$ cat src/rtl/nrf_spi_responder.sv
// nRF24L01-style SPI mode-0 target: R_REGISTER / W_REGISTER / NOP decode
// over an 8-entry register file, with write notifications to fabric logic.
module nrf_spi_responder #(
    parameter int unsigned SYNC_STAGES = 2,
    parameter logic [7:0]  CONFIG_RST  = 8'h08,
    parameter logic [7:0]  STATUS_RST  = 8'h0E
) (
    input  logic       clk_10,
    input  logic       rst,
    input  logic       sck,
    input  logic       csn,
    input  logic       mosi,
    output logic       miso,
    output logic       miso_oe,
    output logic       busy,
    output logic       cmd_stb,
    output logic [7:0] cmd_byte,
    output logic       wr_stb,
    output logic [4:0] wr_addr,
    output logic [7:0] wr_data
);

    localparam int unsigned NREGS = 8;
    localparam int unsigned DW    = 8;
    localparam int unsigned AW    = 5;

    typedef enum logic [1:0] {S_IDLE, S_CMD, S_DATA, S_IGNORE} state_t;

    state_t                     r_state;
    state_t                     w_state_nxt;
    logic [SYNC_STAGES-1:0]     r_sck_sync;
    logic [SYNC_STAGES-1:0]     r_csn_sync;
    logic [SYNC_STAGES-1:0]     r_mosi_sync;
    logic                       r_sck_d;
    logic                       r_csn_d;
    logic [NREGS-1:0][DW-1:0]   r_regs;
    logic [6:0]                 r_rx;
    logic [DW-1:0]              r_tx;
    logic [2:0]                 r_bit_cnt;
    logic                       r_miso;
    logic                       r_miso_oe;
    logic                       r_busy;
    logic                       r_cmd_stb;
    logic [DW-1:0]              r_cmd_byte;
    logic                       r_wr_stb;
    logic [AW-1:0]              r_wr_addr;
    logic [DW-1:0]              r_wr_data;

    logic          w_sck;
    logic          w_csn;
    logic          w_mosi;
    logic          w_sck_rise;
    logic          w_sck_fall;
    logic          w_csn_fall;
    logic          w_csn_rise;
    logic          w_byte_done;
    logic          w_wr_en;
    logic [DW-1:0] w_rx_byte;
    logic [DW-1:0] w_rd_data;

    // Pin synchronisers and edge-delay flops; left unreset so they keep
    // tracking the pins during reset and no phantom edge appears at release.
    always_ff @(posedge clk_10) begin
        r_sck_sync  <= {r_sck_sync[SYNC_STAGES-2:0], sck};
        r_csn_sync  <= {r_csn_sync[SYNC_STAGES-2:0], csn};
        r_mosi_sync <= {r_mosi_sync[SYNC_STAGES-2:0], mosi};
        r_sck_d     <= r_sck_sync[SYNC_STAGES-1];
        r_csn_d     <= r_csn_sync[SYNC_STAGES-1];
    end

    assign w_sck       = r_sck_sync[SYNC_STAGES-1];
    assign w_csn       = r_csn_sync[SYNC_STAGES-1];
    assign w_mosi      = r_mosi_sync[SYNC_STAGES-1];
    assign w_sck_rise  = w_sck & ~r_sck_d;
    assign w_sck_fall  = ~w_sck & r_sck_d;
    assign w_csn_fall  = ~w_csn & r_csn_d;
    assign w_csn_rise  = w_csn & ~r_csn_d;
    assign w_rx_byte   = {r_rx, w_mosi};
    // csn rise beats a simultaneous 8th sck rise
    assign w_byte_done = (r_state != S_IDLE) && w_sck_rise && (r_bit_cnt == 3'd7) && !w_csn_rise;
    assign w_wr_en     = w_byte_done && (r_state == S_DATA) && (r_cmd_byte[7:5] == 3'b001);
    assign w_rd_data   = (w_rx_byte[4:3] == 2'b00) ? r_regs[w_rx_byte[2:0]] : 8'h00;

    // State register
    always_ff @(posedge clk_10) begin
        if (!rst) r_state <= S_IDLE;
        else      r_state <= w_state_nxt;
    end

    // Next-state decode
    always_comb begin
        w_state_nxt = r_state;
        case (r_state)
            S_IDLE:   if (w_csn_fall) w_state_nxt = S_CMD;
            S_CMD: begin
                if (w_csn_rise)       w_state_nxt = S_IDLE;
                else if (w_byte_done) w_state_nxt = (w_rx_byte[7:6] == 2'b00) ? S_DATA : S_IGNORE;
            end
            S_DATA: begin
                if (w_csn_rise)       w_state_nxt = S_IDLE;
                else if (w_byte_done) w_state_nxt = S_IGNORE;
            end
            S_IGNORE: if (w_csn_rise) w_state_nxt = S_IDLE;
            default:                  w_state_nxt = S_IDLE;
        endcase
    end

    // Register file; STATUS bits 6:4 are write-1-to-clear, addresses above 7 drop the data
    always_ff @(posedge clk_10) begin
        if (!rst) begin
            r_regs    <= '0;
            r_regs[0] <= CONFIG_RST;
            r_regs[7] <= STATUS_RST;
        end else if (w_wr_en) begin
            if (r_cmd_byte[4:0] == 5'd7)     r_regs[7] <= r_regs[7] & ~(w_rx_byte & 8'h70);
            else if (r_cmd_byte[4:0] < 5'd7) r_regs[r_cmd_byte[2:0]] <= w_rx_byte;
        end
    end

    // Shift datapath and registered outputs; r_tx holds the bits still to be driven
    always_ff @(posedge clk_10) begin
        if (!rst) begin
            r_rx       <= '0;
            r_tx       <= '0;
            r_bit_cnt  <= '0;
            r_miso     <= 1'b0;
            r_miso_oe  <= 1'b0;
            r_busy     <= 1'b0;
            r_cmd_stb  <= 1'b0;
            r_cmd_byte <= 8'hFF;
            r_wr_stb   <= 1'b0;
            r_wr_addr  <= '0;
            r_wr_data  <= '0;
        end else begin
            r_cmd_stb <= 1'b0;
            r_wr_stb  <= 1'b0;
            if (r_state == S_IDLE) begin
                r_bit_cnt <= '0;
                if (w_csn_fall) begin
                    r_busy    <= 1'b1;
                    r_miso_oe <= 1'b1;
                    r_miso    <= r_regs[7][7];
                    r_tx      <= {r_regs[7][6:0], 1'b0};
                end
            end else if (w_csn_rise) begin
                r_busy    <= 1'b0;
                r_miso_oe <= 1'b0;
                r_miso    <= 1'b0;
                r_tx      <= '0;
            end else if (w_sck_rise) begin
                r_rx      <= w_rx_byte[6:0];
                r_bit_cnt <= r_bit_cnt + 3'd1;
                if (w_byte_done) begin
                    if (r_state == S_CMD) begin
                        r_cmd_stb  <= 1'b1;
                        r_cmd_byte <= w_rx_byte;
                        if (w_rx_byte[7:5] == 3'b000) begin
                            r_tx <= w_rd_data;
                        end else if (w_rx_byte[7:5] != 3'b001) begin
                            r_tx   <= '0;
                            r_miso <= 1'b0;
                        end
                    end else begin
                        if (w_wr_en) begin
                            r_wr_stb  <= 1'b1;
                            r_wr_addr <= r_cmd_byte[4:0];
                            r_wr_data <= w_rx_byte;
                        end
                        r_tx   <= '0;
                        r_miso <= 1'b0;
                    end
                end
            end else if (w_sck_fall) begin
                if (r_state == S_IGNORE) begin
                    r_miso <= 1'b0;
                end else begin
                    r_miso <= r_tx[7];
                    r_tx   <= {r_tx[6:0], 1'b0};
                end
            end
        end
    end

    assign miso     = r_miso;
    assign miso_oe  = r_miso_oe;
    assign busy     = r_busy;
    assign cmd_stb  = r_cmd_stb;
    assign cmd_byte = r_cmd_byte;
    assign wr_stb   = r_wr_stb;
    assign wr_addr  = r_wr_addr;
    assign wr_data  = r_wr_data;

endmodule

$ cat config.mk
export PLATFORM = sky130hd
export DESIGN_NAME = nrf_spi_responder
export DESIGN_NICKNAME = d
export VERILOG_FILES = /design/src/rtl/nrf_spi_responder.sv
export SDC_FILE = /design/constraint.sdc
export NUM_CORES = 1
export LEC_CHECK = 0
export CORE_ASPECT_RATIO = 0.9
export CORE_MARGIN = 2
export CORE_UTILIZATION = 53
export DETAILED_ROUTE_END_ITERATION = 8
export GPL_TIMING_DRIVEN = 1
export PLACE_DENSITY = 0.75
export SYNTH_ARGS = -nofsm -noshare
export SYNTH_HDL_FRONTEND = slang
export SYNTH_SLANG_ARGS = --single-unit
$ cat constraint.sdc
create_clock -name clk_10 -period 2.1 [get_ports clk_10]
set_input_delay 0.315 -clock clk_10 [delete_from_list [all_inputs] [get_ports clk_10]]
set_output_delay 0.315 -clock clk_10 [all_outputs]
set_load 0.01 [all_outputs]
* After elaboration in Yosys (flattened, before gate mapping) *
Cells that the tools add are included.

word-level totals
  output and inout port bits = 26
  register bits after elaboration = 117
  word-level logic and storage cells = 131

operators by class
  magnitude comparators = 4
  reductions and logical operators = 28
  bitwise logic cells = 17
  muxes and demuxes = 41
  equal/unequal tests = 16
  $add $sub $neg = 1

operator list
  operator            number
  $mux 8              14
  $bwmux 64           1
  $mux 64             1
  $bmux 8 s3          1
  $demux 8 s3         1
  $mux 1              16
  $reduce_and 5->1    3
  $mux 2              6
  $not 1->1           11
  $and 8x8->8         1
  $lt 3x4->1 const B  2
  $not 7->8           1
  $pmux 2 s4          1
  $logic_and 1x1->1   6
  $logic_not 2->1     3
  $ne 3x3->1 const B  2
  $ne 6x4->1 const B  1
  $reduce_and 2->1    3
  $reduce_and 3->1    2
  $reduce_and 6->1    1
  $reduce_bool 2->1   3
  $reduce_or 6->1     1
  $eq 5x3->1 const B  1
  $lt 5x3->1 const B  1
  other kinds (19)    24

* Logic depth before layout (Yosys ltp) *
  depth in word-level cells = 9
  gate-level depth with buffers = 9
  gate-level depth less buffers = 7

* Least setup slack after synthesis *
Ideal clock, no wire load.

  path type = register -> register
  start = register r_bit_cnt[0]
  end = register r_regs[16] (netlist name)
  arrival = 1.848 ns
  buffers on the path = 1
  data required time = 1.972 ns
  clock period less this slack = 1.975 ns
  setup time = 0.128 ns
  setup slack = 0.125 ns
  cell stages (with the launch flop) = 9
  cell sequence = dfxtp_1 ha_1 ha_1 nand2_1 nor3_1 or4b_1 buf_2 mux2i_1 nor2_1

between the ends
  cells in the longest elaborated chain, start to end = 6

ends and longest elaborated chain
  what                               RTL line  RTL
  start, declared                    39        logic [2:0] r_bit_cnt;
  start signal, assigned             152       r_bit_cnt <= r_bit_cnt + 3'd1;
  $eq 3x3->1                         80        assign w_byte_done = (r_state != S_IDLE) && w_sck_rise && (r_bit_cnt == 3'd7) && !w_csn_rise;
  $logic_and 1x1->1 (2 in a row)     80
  $logic_and 1x1->1 (2 in a row)     81        assign w_wr_en = w_byte_done && (r_state == S_DATA) && (r_cmd_byte[7:5] == 3'b001);
  $reduce_and 3->1 (no source line)  --
  end signal, assigned by index      116       else if (r_cmd_byte[4:0] < 5'd7) r_regs[r_cmd_byte[2:0]] <= w_rx_byte;
  end, declared                      36        logic [NREGS-1:0][DW-1:0] r_regs;

Every way passes these cells.
A chain may end at the register's enable or synchronous reset.

* Final worst setup path *
  start = register r_bit_cnt[0]
  end = register r_regs[21] (netlist name)

The elaborated chain is that of the path after synthesis.

==> flow_metrics.env <==
export IMPL_finClkSkew_ns=0.007247
export IMPL_synth_edf_count=0
export IMPL_cts_buffers=17
export IMPL_grt_pass1_vias=3892
export IMPL_die_y_um=96.26
export IMPL_crit_buf_inv=2
export IMPL_hold_slack_ns=0.2342
export IMPL_wl_um=12550
export IMPL_antenna_found_initial=0
export IMPL_viasPerCell=5.702
export IMPL_antenna_cells=0
export IMPL_grt_pass1_wl_um=20470
export IMPL_synth_seq_cells=117
export IMPL_max_stage_delay_ns=0.46
export IMPL_synth_nets=510
export IMPL_status="finished clean"
export IMPL_cts_buffer_depth=2
export IMPL_power_density_mw_per_mm2=919.5
export IMPL_detail_route_first_pass_iterations=5
export IMPL_dieArea_mm2=0.01025
export IMPL_rrSetupSlack_ns=0.09
export IMPL_drive_above_1_share_pct=15.58
export IMPL_drc_errors=0
export IMPL_io_buffers=30
export IMPL_core_mm2=0.009166
export IMPL_insertion_delay_ns=0.52
export IMPL_worstSetupPathType="reg -> reg"
export IMPL_crit_path_end_kind="flop"
export IMPL_drt_wirelength_per_cell_um=18.62
export IMPL_slew_viol_final=0
export IMPL_io_pins=31
export IMPL_globalRouteMet2Util_pct=43.22
export IMPL_drtAntennaViolNets=0
export IMPL_min_path_type="in -> reg"
export IMPL_syn_to_final_growth_pct=24.89
export IMPL_place_area_mm2=0.005533
export IMPL_nets=547
export IMPL_clkSinkCount=117
export IMPL_final_setup_tns_ns=0
export IMPL_cts_tree="built"
export IMPL_use_met1_pct=34.24
export IMPL_crit_path_start_kind="flop"
export IMPL_crit_required_ns=2.50
export IMPL_period_needed_ns=2.007
export IMPL_peakVddDrop_mv=0.7361
export IMPL_cts_root_buf="clkbuf_8"
export IMPL_yosysUniqueCellTypes=47
export IMPL_maxCapViolCount=0
export IMPL_die_width_um=106.5
export IMPL_crit_family="simple AND/OR/NAND/NOR gates"
export IMPL_fmax_mhz=498.4
export IMPL_finalSetupViolations=0
export IMPL_total_power_mw=5.756
export IMPL_cts_htree_levels=4
export IMPL_final_util_pct=68.29
export IMPL_path_cells="ha_1, ha_2, nand2_1, nor3_2, buf_4, or4b_4, buf_6, mux2i_1, nor2_1"
export IMPL_critPathLaunch="r_bit_cnt[0]"
export IMPL_max_slew_margin_rel_pct=64.86
export IMPL_overflow=0
export IMPL_async_flop_share_pct=0
export IMPL_path_clk_slew_ns=0.06
export IMPL_floorplan_initialDensity_pct=54.68
export IMPL_vias=3843
export IMPL_leakage_nw=2.616
export IMPL_design_area_mm2=0.006260
export IMPL_rows=33
export IMPL_rsz0062_at_grt="no"
export IMPL_r2r_start="r_bit_cnt[0]"
export IMPL_synth_ff_type="dfxtp_1"
export IMPL_drtIter0Drc=309
export IMPL_synth_seq_area_share_pct=46.73
export IMPL_hold_violations=0
export IMPL_gp_congestion=0.8667
export IMPL_tightest_slew_ns=0.5256
export IMPL_synth_avg_cell_area_um2=9.985
export IMPL_met3_usage_pct=5.823
export IMPL_syn_inst=502
export IMPL_worst_path_max_delay_cell="or4b_4"
export IMPL_min_delay_start="sck"
export IMPL_syn_area_mm2=0.005012
export IMPL_busiest_layer="met2"
export IMPL_fin_crit_sh_pct=95.55
export IMPL_grt_max_degree=76
export IMPL_hpwl_um=7708
export IMPL_path_max_fanout=8
export IMPL_fillers=701
export IMPL_worstPathArrival_ns=2.41
export IMPL_yosysWarnings=0
export IMPL_grtUsageTotal_pct=26.32
## what timing repair did
action | CTS | global route
endpoints found under the setup margin | 12 | 21
gates resized for setup | 3 | 9
hold buffers | 0 | 0
cloned | 0 | 0
setup buffers | 0 | 2
## cells in the final DEF (no fill, tap or decap), types with 2 or more instances in the layout
| cell type | Yosys | final |
|---|---|---|
| a21oi_1 | 14 | 14 |
| a2bb2oi_1 | 7 | 7 |
| and2_1 | 6 | 6 |
| and3_1 | 3 | 3 |
| buf_12 | 0 | 4 |
| buf_4 | 6 | 24 |
| buf_6 | 1 | 2 |
| bufinv_16 | 0 | 6 |
| clkbuf_16 | 0 | 16 |
| clkbuf_8 | 0 | 3 |
| clkdlybuf4s50_1 | 0 | 30 |
| clkinv_2 | 0 | 3 |
| clkinv_4 | 0 | 2 |
| clkinvlp_4 | 0 | 2 |
| dfxtp_1 | 117 | 115 |
| dfxtp_2 | 0 | 2 |
| ha_2 | 0 | 2 |
| inv_1 | 2 | 2 |
| mux2i_1 | 101 | 101 |
| mux4_2 | 8 | 8 |
| nand2_1 | 29 | 29 |
| nand2b_1 | 5 | 4 |
| nand3_1 | 5 | 5 |
| nand4_1 | 5 | 5 |
| nor2_1 | 95 | 95 |
| nor2b_1 | 14 | 14 |
| nor3_1 | 4 | 3 |
| nor4b_4 | 1 | 2 |
| o211a_1 | 7 | 7 |
| o21ai_0 | 4 | 4 |
| o32ai_1 | 7 | 7 |
## routing by layer
metal	up-vias	share of wire [%]
met2	111	48
met5	-	0
met4	0	2.1
met3	26	4.0
met1	1885	46
li1	1821	-
## metrics by stage
step,cells,worst slack [ns]
floorplan,502,0.1246
global placement,640,0.1176
detailed placement,640,-0.08832
CTS,672,0.004356
global route,674,0.0007445
finish,674,0.09338
## synth_stat cells (all sizes together) (2+ instances only)
| cell | instances | share of area (%) |
|---|---|---|
| dfxtp | 117 | 47 |
| o32ai | 7 | 1.2 |
| nor4b | 3 | 0.82 |
| mux4 | 8 | 3.6 |
| nand2b | 5 | 0.62 |
| o21ai | 4 | 0.40 |
| mux2i | 101 | 20 |
| and2 | 6 | 0.75 |
| a21oi | 14 | 1.4 |
| nor2b | 14 | 1.7 |
| nand2 | 30 | 2.3 |
| a2bb2oi | 7 | 1.2 |
| nand3 | 5 | 0.50 |
| and3 | 3 | 0.37 |
| buf | 17 | 2.1 |
| nand4 | 5 | 0.62 |
| nor2 | 95 | 7.1 |
| nor3 | 5 | 0.72 |
| clkbuf | 25 | 1.9 |
| inv | 2 | 0.15 |
| ha | 3 | 0.75 |
| o211a | 7 | 1.4 |
## area by class of cell
cell class | instances | area, um^2 | area share, %
multi-input combinational | 340 | 2499 | 39.92
sequential | 117 | 2345 | 37.46
timing repair buffer | 60 | 583.1 | 9.314
clock buffer | 19 | 441.7 | 7.056
clock inverter | 13 | 227.7 | 3.638
tap | 122 | 152.6 | 2.439
inverter | 3 | 11.26 | 0.1799
## power breakdown
| part | switching [mW] | total (mW) | internal (mW) | leakage [nW] |
|---|---|---|---|---|
| Combinational | 0.123 | 0.210 | 0.0874 | 1.34 |
| Clock | 1.05 | 3.27 | 2.23 | 0.324 |
| Sequential | 0.0232 | 2.27 | 2.25 | 0.948 |
| Total | 1.19 | 5.76 | 4.56 | 2.62 |
## worst paths after layout
kind	end	cells after the start
hold / removal	r_sck_sync[0]	1
setup reg to reg	r_regs[21]	9
hold reg to reg	r_csn_sync[1]	0
setup / recovery	r_regs[21]	9
## cells by family (layout without fill, tap and decap cells)
logic type / Yosys count / count (layout) / synth area share (%)
AOI/OAI and AO/OA: 48 / 48 / 7.140
xor gates and xnor gates: 1 / 1 / 0.1748
adders and majority gates: 3 / 3 / 0.7490
buffers and inverters: 45 / 95 / 4.193
DFF: 117 / 117 / 46.73
muxes: 109 / 109 / 23.76
and+or+nand+nor: 179 / 179 / 17.25
## flip-flops by register name, summed over array words and instances (netlist names), 3 cells and up
| signal | cells |
|---|---|
| cmd_byte | 8 |
| r_bit_cnt | 3 |
| r_regs | 64 |
| r_rx | 7 |
| r_tx | 8 |
| wr_addr | 5 |
| wr_data | 8 |
No activity file was read; power rests on OpenSTA's default activity.
